**config.mk**
```make
export PLATFORM = sky130hd
export DESIGN_NAME = alu_mc
export DESIGN_NICKNAME = d
export VERILOG_FILES = /design/src/rtl/alu_mc.sv
export SDC_FILE = /design/constraint.sdc
export NUM_CORES = 1
export LEC_CHECK = 0
export BUFFER_PORTS_ARGS = -buffer_cell sky130_fd_sc_hd__buf_2
export CAP_MARGIN = 40
export CORE_MARGIN = 4
export CORE_UTILIZATION = 42
export DETAILED_ROUTE_END_ITERATION = 10
export GPL_ROUTABILITY_DRIVEN = 0
export SETUP_SLACK_MARGIN = 0.15
export SLEW_MARGIN = 20
export SYNTH_ARGS = -nofsm -noshare
export SYNTH_HDL_FRONTEND = slang
export SYNTH_SLANG_ARGS = --single-unit
```
**constraint.sdc**
```tcl
create_clock -name clk -period 5.9 [get_ports clk]
set_clock_uncertainty 0.2 [all_clocks]
set_input_delay 1.18 -clock clk [delete_from_list [all_inputs] [get_ports clk]]
set_output_delay 1.18 -clock clk [all_outputs]
set_load 0.02 [all_outputs]
```
**src/rtl/alu_mc.sv**
```systemverilog
// Multi-cycle ALU: single-cycle arithmetic/logic/shift ops plus iterative shift-add
// multiply and restoring divide, with valid/ready operand and result handshakes.
module alu_mc #(
    parameter int WIDTH = 16,
    parameter int SHW   = $clog2(WIDTH)
) (
    input  logic             clk,
    input  logic             rst,
    input  logic             in_valid,
    output logic             in_ready,
    input  logic [WIDTH-1:0] op1,
    input  logic [WIDTH-1:0] op2,
    input  logic [4:0]       mode,
    input  logic             cin,
    output logic             out_valid,
    input  logic             out_ready,
    output logic [WIDTH-1:0] res,
    output logic [WIDTH-1:0] res_hi,
    output logic [3:0]       flags
);

    localparam logic [4:0] M_ADD = 5'd0,  M_SUB = 5'd1,  M_PASSA = 5'd2, M_PASSB = 5'd3;
    localparam logic [4:0] M_AND = 5'd4,  M_OR  = 5'd5,  M_XOR = 5'd6,   M_RSUB = 5'd7;
    localparam logic [4:0] M_INC = 5'd8,  M_DEC = 5'd9,  M_ROL = 5'd10,  M_ROR = 5'd11;
    localparam logic [4:0] M_SHL = 5'd12, M_SHR = 5'd13, M_SAR = 5'd14,  M_NEG = 5'd15;
    localparam logic [4:0] M_ADC = 5'd16, M_SBC = 5'd17, M_MUL = 5'd18,  M_DIV = 5'd19;

    typedef enum logic [1:0] {S_IDLE = 2'd0, S_BUSY = 2'd1, S_DONE = 2'd2} state_t;

    state_t           state_q, state_d;
    logic [SHW-1:0]   cnt_q, cnt_d;
    logic [WIDTH-1:0] a_q, a_d, b_q, b_d;
    logic [WIDTH-1:0] work_hi_q, work_hi_d, work_lo_q, work_lo_d;
    logic             is_div_q, is_div_d;
    logic [WIDTH-1:0] res_q, res_d, res_hi_q, res_hi_d;
    logic [3:0]       flags_q, flags_d;

    logic             accept, is_mc;
    logic [SHW-1:0]   k;
    logic             kz;

    assign in_ready  = (state_q == S_IDLE) || (state_q == S_DONE && out_ready);
    assign accept    = in_valid && in_ready;
    assign is_mc     = (mode == M_MUL) || (mode == M_DIV);
    assign k         = op1[SHW-1:0];
    assign kz        = (k == '0);
    assign out_valid = (state_q == S_DONE);
    assign res       = res_q;
    assign res_hi    = res_hi_q;
    assign flags     = flags_q;

    // All add/subtract modes share one adder: subtraction is x + ~y + 1, so C means "no borrow".
    logic [WIDTH-1:0] add_x, add_y;
    logic             add_ci;
    logic [WIDTH:0]   add_sum;
    logic             add_v;

    always_comb begin
        add_x  = op1;
        add_y  = op2;
        add_ci = 1'b0;
        case (mode)
            M_SUB:  begin add_y = ~op2; add_ci = 1'b1; end
            M_SBC:  begin add_y = ~op2; add_ci = cin;  end
            M_ADC:  add_ci = cin;
            M_RSUB: begin add_x = op2; add_y = ~op1; add_ci = 1'b1; end
            M_INC:  begin add_x = op2; add_y = '0;   add_ci = 1'b1; end
            M_DEC:  begin add_x = op2; add_y = '1;   add_ci = 1'b0; end
            M_NEG:  begin add_x = '0;  add_y = ~op2; add_ci = 1'b1; end
            default: ;
        endcase
    end

    assign add_sum = {1'b0, add_x} + {1'b0, add_y} + {{WIDTH{1'b0}}, add_ci};
    assign add_v   = (add_x[WIDTH-1] == add_y[WIDTH-1]) && (add_sum[WIDTH-1] != add_x[WIDTH-1]);

    // Extra bit below/above B catches the last bit shifted out.
    logic [2*WIDTH-1:0] rol_w, ror_w;
    logic [WIDTH:0]     shl_w, shr_w, sar_w;
    assign rol_w = {op2, op2} << k;
    assign ror_w = {op2, op2} >> k;
    assign shl_w = {1'b0, op2} << k;
    assign shr_w = {op2, 1'b0} >> k;
    assign sar_w = $signed({op2, 1'b0}) >>> k;

    logic [WIDTH-1:0] sc_res;
    logic             sc_c, sc_v;

    always_comb begin
        sc_res = op1;
        sc_c   = 1'b0;
        sc_v   = 1'b0;
        case (mode)
            M_ADD, M_SUB, M_RSUB, M_INC, M_DEC, M_NEG, M_ADC, M_SBC: begin
                sc_res = add_sum[WIDTH-1:0];
                sc_c   = add_sum[WIDTH];
                sc_v   = add_v;
            end
            M_PASSA: sc_res = op1;
            M_PASSB: sc_res = op2;
            M_AND:   sc_res = op1 & op2;
            M_OR:    sc_res = op1 | op2;
            M_XOR:   sc_res = op1 ^ op2;
            M_ROL:   begin sc_res = rol_w[2*WIDTH-1:WIDTH]; sc_c = !kz && rol_w[WIDTH];   end
            M_ROR:   begin sc_res = ror_w[WIDTH-1:0];       sc_c = !kz && ror_w[WIDTH-1]; end
            M_SHL:   begin sc_res = shl_w[WIDTH-1:0]; sc_c = shl_w[WIDTH]; end
            M_SHR:   begin sc_res = shr_w[WIDTH:1];   sc_c = shr_w[0];     end
            M_SAR:   begin sc_res = sar_w[WIDTH:1];   sc_c = sar_w[0];     end
            default: ;
        endcase
    end

    // One iteration of multiply (work = {acc, multiplier}) or divide (work = {remainder, quotient}).
    logic [WIDTH:0]   mul_sum, div_sh, div_diff;
    logic             div_ok;
    logic [WIDTH-1:0] step_hi, step_lo;

    assign mul_sum  = {1'b0, work_hi_q} + (work_lo_q[0] ? {1'b0, a_q} : {(WIDTH+1){1'b0}});
    assign div_sh   = {work_hi_q, work_lo_q[WIDTH-1]};
    assign div_diff = div_sh - {1'b0, b_q};
    assign div_ok   = ~div_diff[WIDTH];
    assign step_hi  = is_div_q ? (div_ok ? div_diff[WIDTH-1:0] : div_sh[WIDTH-1:0]) : mul_sum[WIDTH:1];
    assign step_lo  = is_div_q ? {work_lo_q[WIDTH-2:0], div_ok} : {mul_sum[0], work_lo_q[WIDTH-1:1]};

    logic             ld, ld_c, ld_v;
    logic [WIDTH-1:0] ld_res, ld_hi;

    always_comb begin
        state_d   = state_q;
        cnt_d     = cnt_q;
        a_d       = a_q;
        b_d       = b_q;
        is_div_d  = is_div_q;
        work_hi_d = work_hi_q;
        work_lo_d = work_lo_q;
        res_d     = res_q;
        res_hi_d  = res_hi_q;
        flags_d   = flags_q;
        ld        = 1'b0;
        ld_res    = '0;
        ld_hi     = '0;
        ld_c      = 1'b0;
        ld_v      = 1'b0;
        if (state_q == S_BUSY) begin
            work_hi_d = step_hi;
            work_lo_d = step_lo;
            cnt_d     = cnt_q - 1'b1;
            if (cnt_q == '0) begin
                state_d = S_DONE;
                cnt_d   = '0;
                ld      = 1'b1;
                if (is_div_q && b_q == '0) begin
                    ld_res = '1;
                    ld_hi  = a_q;
                    ld_v   = 1'b1;
                end else begin
                    ld_res = step_lo;
                    ld_hi  = step_hi;
                    ld_c   = !is_div_q && (step_hi != '0);
                end
            end
        end else begin
            if (state_q == S_DONE && out_ready) state_d = S_IDLE;
            if (accept) begin
                if (is_mc) begin
                    state_d   = S_BUSY;
                    cnt_d     = SHW'(WIDTH - 1);
                    a_d       = op1;
                    b_d       = op2;
                    is_div_d  = (mode == M_DIV);
                    work_hi_d = '0;
                    work_lo_d = (mode == M_DIV) ? op1 : op2;
                end else begin
                    state_d = S_DONE;
                    ld      = 1'b1;
                    ld_res  = sc_res;
                    ld_c    = sc_c;
                    ld_v    = sc_v;
                end
            end
        end
        if (ld) begin
            res_d    = ld_res;
            res_hi_d = ld_hi;
            flags_d  = {ld_res == '0, ld_c, ld_res[WIDTH-1], ld_v};
        end
    end

    always_ff @(posedge clk or posedge rst) begin
        if (rst) begin
            state_q   <= S_IDLE;
            cnt_q     <= '0;
            a_q       <= '0;
            b_q       <= '0;
            is_div_q  <= 1'b0;
            work_hi_q <= '0;
            work_lo_q <= '0;
            res_q     <= '0;
            res_hi_q  <= '0;
            flags_q   <= '0;
        end else begin
            state_q   <= state_d;
            cnt_q     <= cnt_d;
            a_q       <= a_d;
            b_q       <= b_d;
            is_div_q  <= is_div_d;
            work_hi_q <= work_hi_d;
            work_lo_q <= work_lo_d;
            res_q     <= res_d;
            res_hi_q  <= res_hi_d;
            flags_q   <= flags_d;
        end
    end

endmodule

```
==> impl_metrics.json <==
{
  "path_buf_inv": 3,
  "clk_pin_slew_ns": 0.09,
  "syn_nets": 1697,
  "start_util_pct": 42.80,
  "end_kind": "register",
  "antenna_left": 0,
  "p_leak_nw": 6.272,
  "io_buffer_count": 79,
  "maxCapViolations": 0,
  "relSlewSlack_pct": 39.45,
  "cts_tree": "yes",
  "drive_above_1_share_pct": 15.80,
  "layout.cells.non_filler": 1994,
  "power.total_w": 0.004999,
  "grt_pass1_vias": 12360,
  "dpl-instance-area_mm2": 0.01325,
  "coreArea_mm2": 0.02886,
  "dp_cells": 1973,
  "worst_slew_pin_slew_ns": 0.9013,
  "crit_family": "simple AND/OR/NAND/NOR gates",
  "finalHoldViolCount": 0,
  "post_cts_buffers": 0,
  "slowest_delay_ns": 0.53,
  "routedWlPerCell_um": 24.78,
  "drt_iter0_markers": 1630,
  "cp_data_required_time_ns": 5.97,
  "dieArea_mm2": 0.03222,
  "cts_resized": 0,
  "crit_chain": "buf_2, or3_1, buf_4, nand2_1, a22o_1, buf_4, nor2_1, a21oi_1, ha_1, o21ai_0, o21ai_0, a21oi_1, nor2_1, o311ai_0, nand3_1, or4_1, nor4_1, nand3_1, o31ai_2",
  "h-tree-depth": 3,
  "grt_setup_unrepaired": "false",
  "path_class": "primary input to register",
  "grt_pass1_wl_um": 75590,
  "routed_via_density": 6.599,
  "die_h_um": 179.5,
  "antenna_found_initial": 2,
  "insertion_delay_ns": 0.36,
  "critPathArrivalTime_ns": 5.44,
  "start_kind": "primary input",
  "critPathSlowestCell": "or4_1",
  "drcViolationCount": 0,
  "syn-cell-area_mm2": 0.01235,
  "yosysWarnings": 0,
  "drv_slew": 0,
  "max_freq_mhz": 186.3,
  "ys_ff_latch": 106,
  "design_area_mm2": 0.01359,
  "synth_cell_types": 81,
  "synthCells": 1571,
  "dr.pass1.iters": 6,
  "synth_edf_count": 0,
  "status": "completed",
  "cts_hold_buf": 0,
  "grt_max_degree": 54,
  "power.density_mw_per_mm2": 367.8,
  "avgSynthCellArea_um2": 7.862,
  "fin_hold_ws_ns": 0.2770,
  "rows": 62,
  "cp_max_fo": 28,
  "peakVddDrop_v": 0.0001788,
  "clkSinkCount": 106,
  "drt_wl_total_um": 49420,
  "pin_count": 80,
  "setup_viol": 0,
  "vias": 13160,
  "fin_crit_ns": 5.368,
  "nets": 1729,
  "root_buffer": "clkbuf_16",
  "fin_setup_tns_ns": 0,
  "worstHoldPathType": "register to register",
  "grt.total_usage_pct": 29.45,
  "hpwlAfterDp_um": 36660,
  "async_flop_share_pct": 100.0,
  "dieWidth_um": 179.5,
  "finalCritPeriodShare_pct": 90.98,
  "area_delta_synth_final_pct": 10.06,
  "gr-total-overflow": 0,
  "cts_buffer_depth": 2,
  "yosysSeqAreaShare_pct": 21.47,
  "numCtsBuffers": 9,
  "synth_ff_type": "dfrtp_1"
}
metal layers:
metal	up-vias	track usage [%]	wire length (um)
li1	5893	-	-
met1	6319	37.73	19570
met2	767	46.59	22350
met5	-	0	0
met4	0	16.64	3169
met3	180	5.800	4328
Yosys cell counts, drive strengths merged (12+ instances only):
cell type  instances  share of area, %
nand2            183               5.6
nor2             151               4.6
o21ai            137               5.6
dfrtp            106                21
clkbuf           100               3.0
a21oi             99               4.0
ha                80               8.1
inv               65               2.0
mux2i             49               4.0
nand3             49               2.0
mux4              37               7.1
buf               29               1.2
a21o              28               1.7
nor3              28               1.1
a211oi            25               1.5
mux2              22               2.0
a22o              21               1.5
and2              21               1.1
o22ai             18              0.91
xnor2             18               1.3
nand2b            17              0.86
o221a             17               1.5
o221ai            17               1.2
xor2              16               1.1
o21a              15              0.91
nor4              12              0.61
o211ai            12              0.73
cell families after synthesis:
logic type | count (synthesis) | synth area share [%]
buffers and inverters | 194 | 6.240
flip-flops | 106 | 21.47
AO/OA/AOI/OAI | 508 | 27.93
XOR/XNOR | 34 | 2.411
adder cells (fa/ha/maj) | 84 | 8.752
AND/OR/NAND/NOR | 537 | 20.08
multiplexers | 108 | 13.12
final timing paths:
| path | startpoint | to | slack (ns) | cells after the start |
|---|---|---|---|---|
| max in group asynchronous | rst | a_q[0] | 3.78 | 4 |
| max reg2reg | work_lo_q[15] | flags[2] | 1.70 | 14 |
| max | mode[3] | flags[3] | 0.53 | 19 |
| min | res_hi[7] | res_hi[7] | 0.28 | 2 |
| min reg2reg | res_hi[7] | res_hi[7] | 0.28 | 2 |
| min in group asynchronous | rst | work_hi_q[3] | 0.58 | 2 |
power breakdown:
group	leakage (nW)	internal (W)	switching (W)	total, W
Combinational	4.76	0.00115	0.00189	0.00303
Sequential	1.35	0.00102	0.000278	0.00130
Clock	0.156	0.000343	0.000321	0.000665
Total	6.27	0.00251	0.00249	0.00500
tightest hold or removal path, delay by kind of cell, from the launching register on:
family / cells / cell delay (ns)
AND/OR/NAND/NOR: 1 / 0.04
AO/OA/AOI/OAI: 1 / 0.06
flip-flops: 1 / 0.34
placed cells by master, fill, tap and decap left out, types with 11 or more instances in the layout:
| master | netlist | layout |
|---|---|---|
| and2_1 | 21 | 21 |
| buf_4 | 1 | 65 |
| mux2_2 | 22 | 22 |
| xor2_1 | 16 | 16 |
| dfrtp_1 | 106 | 106 |
| nand3_1 | 49 | 48 |
| o211ai_1 | 12 | 12 |
| a31oi_1 | 11 | 11 |
| o21a_1 | 15 | 15 |
| a21o_1 | 28 | 28 |
| ha_1 | 80 | 80 |
| mux4_1 | 13 | 13 |
| nor3_1 | 28 | 27 |
| nand2_1 | 183 | 183 |
| or3_1 | 11 | 11 |
| nand2b_1 | 17 | 17 |
| nor2b_1 | 11 | 11 |
| a211oi_1 | 25 | 25 |
| inv_1 | 64 | 63 |
| o221ai_1 | 17 | 17 |
| nor4_1 | 12 | 12 |
| o221a_2 | 17 | 17 |
| buf_2 | 16 | 81 |
| o21ai_0 | 137 | 136 |
| a22o_1 | 21 | 21 |
| nor2_1 | 151 | 150 |
| o22ai_1 | 18 | 18 |
| xnor2_1 | 18 | 18 |
| a21oi_1 | 99 | 99 |
| mux2i_1 | 49 | 49 |
| mux4_2 | 24 | 24 |
| a211o_1 | 11 | 11 |
registers in the layout, indices dropped and copies added (netlist names), 2 cells and up:
register,flops
res_hi,16
b_q,16
a_q,16
res,15
work_lo_q,16
work_hi_q,16
flags,4
state_q,2
cnt_q,4
through the flow:
stage,setup slack (ns),util (%)
finish,0.5324,47.11
global route,0.2007,47.11
CTS,0.5776,47.00
detailed placement,0.2012,45.90
global placement,0.3199,45.72
floorplan,0.1570,-
layout make-up:
| type | count | area (um^2) |
|---|---|---|
| flip-flops and latches | 106 | 2653 |
| inverters | 65 | 246.5 |
| repair buffers | 150 | 944.7 |
| clock buffers | 9 | 225.2 |
| multi-input cells | 1271 | 8947 |
| clock inverters | 7 | 92.59 |
| fillers | 2912 | 15260 |
| well taps | 384 | 480.5 |
| diodes | 2 | 5.005 |
Note: power is estimated with default switching activity, not from simulation.
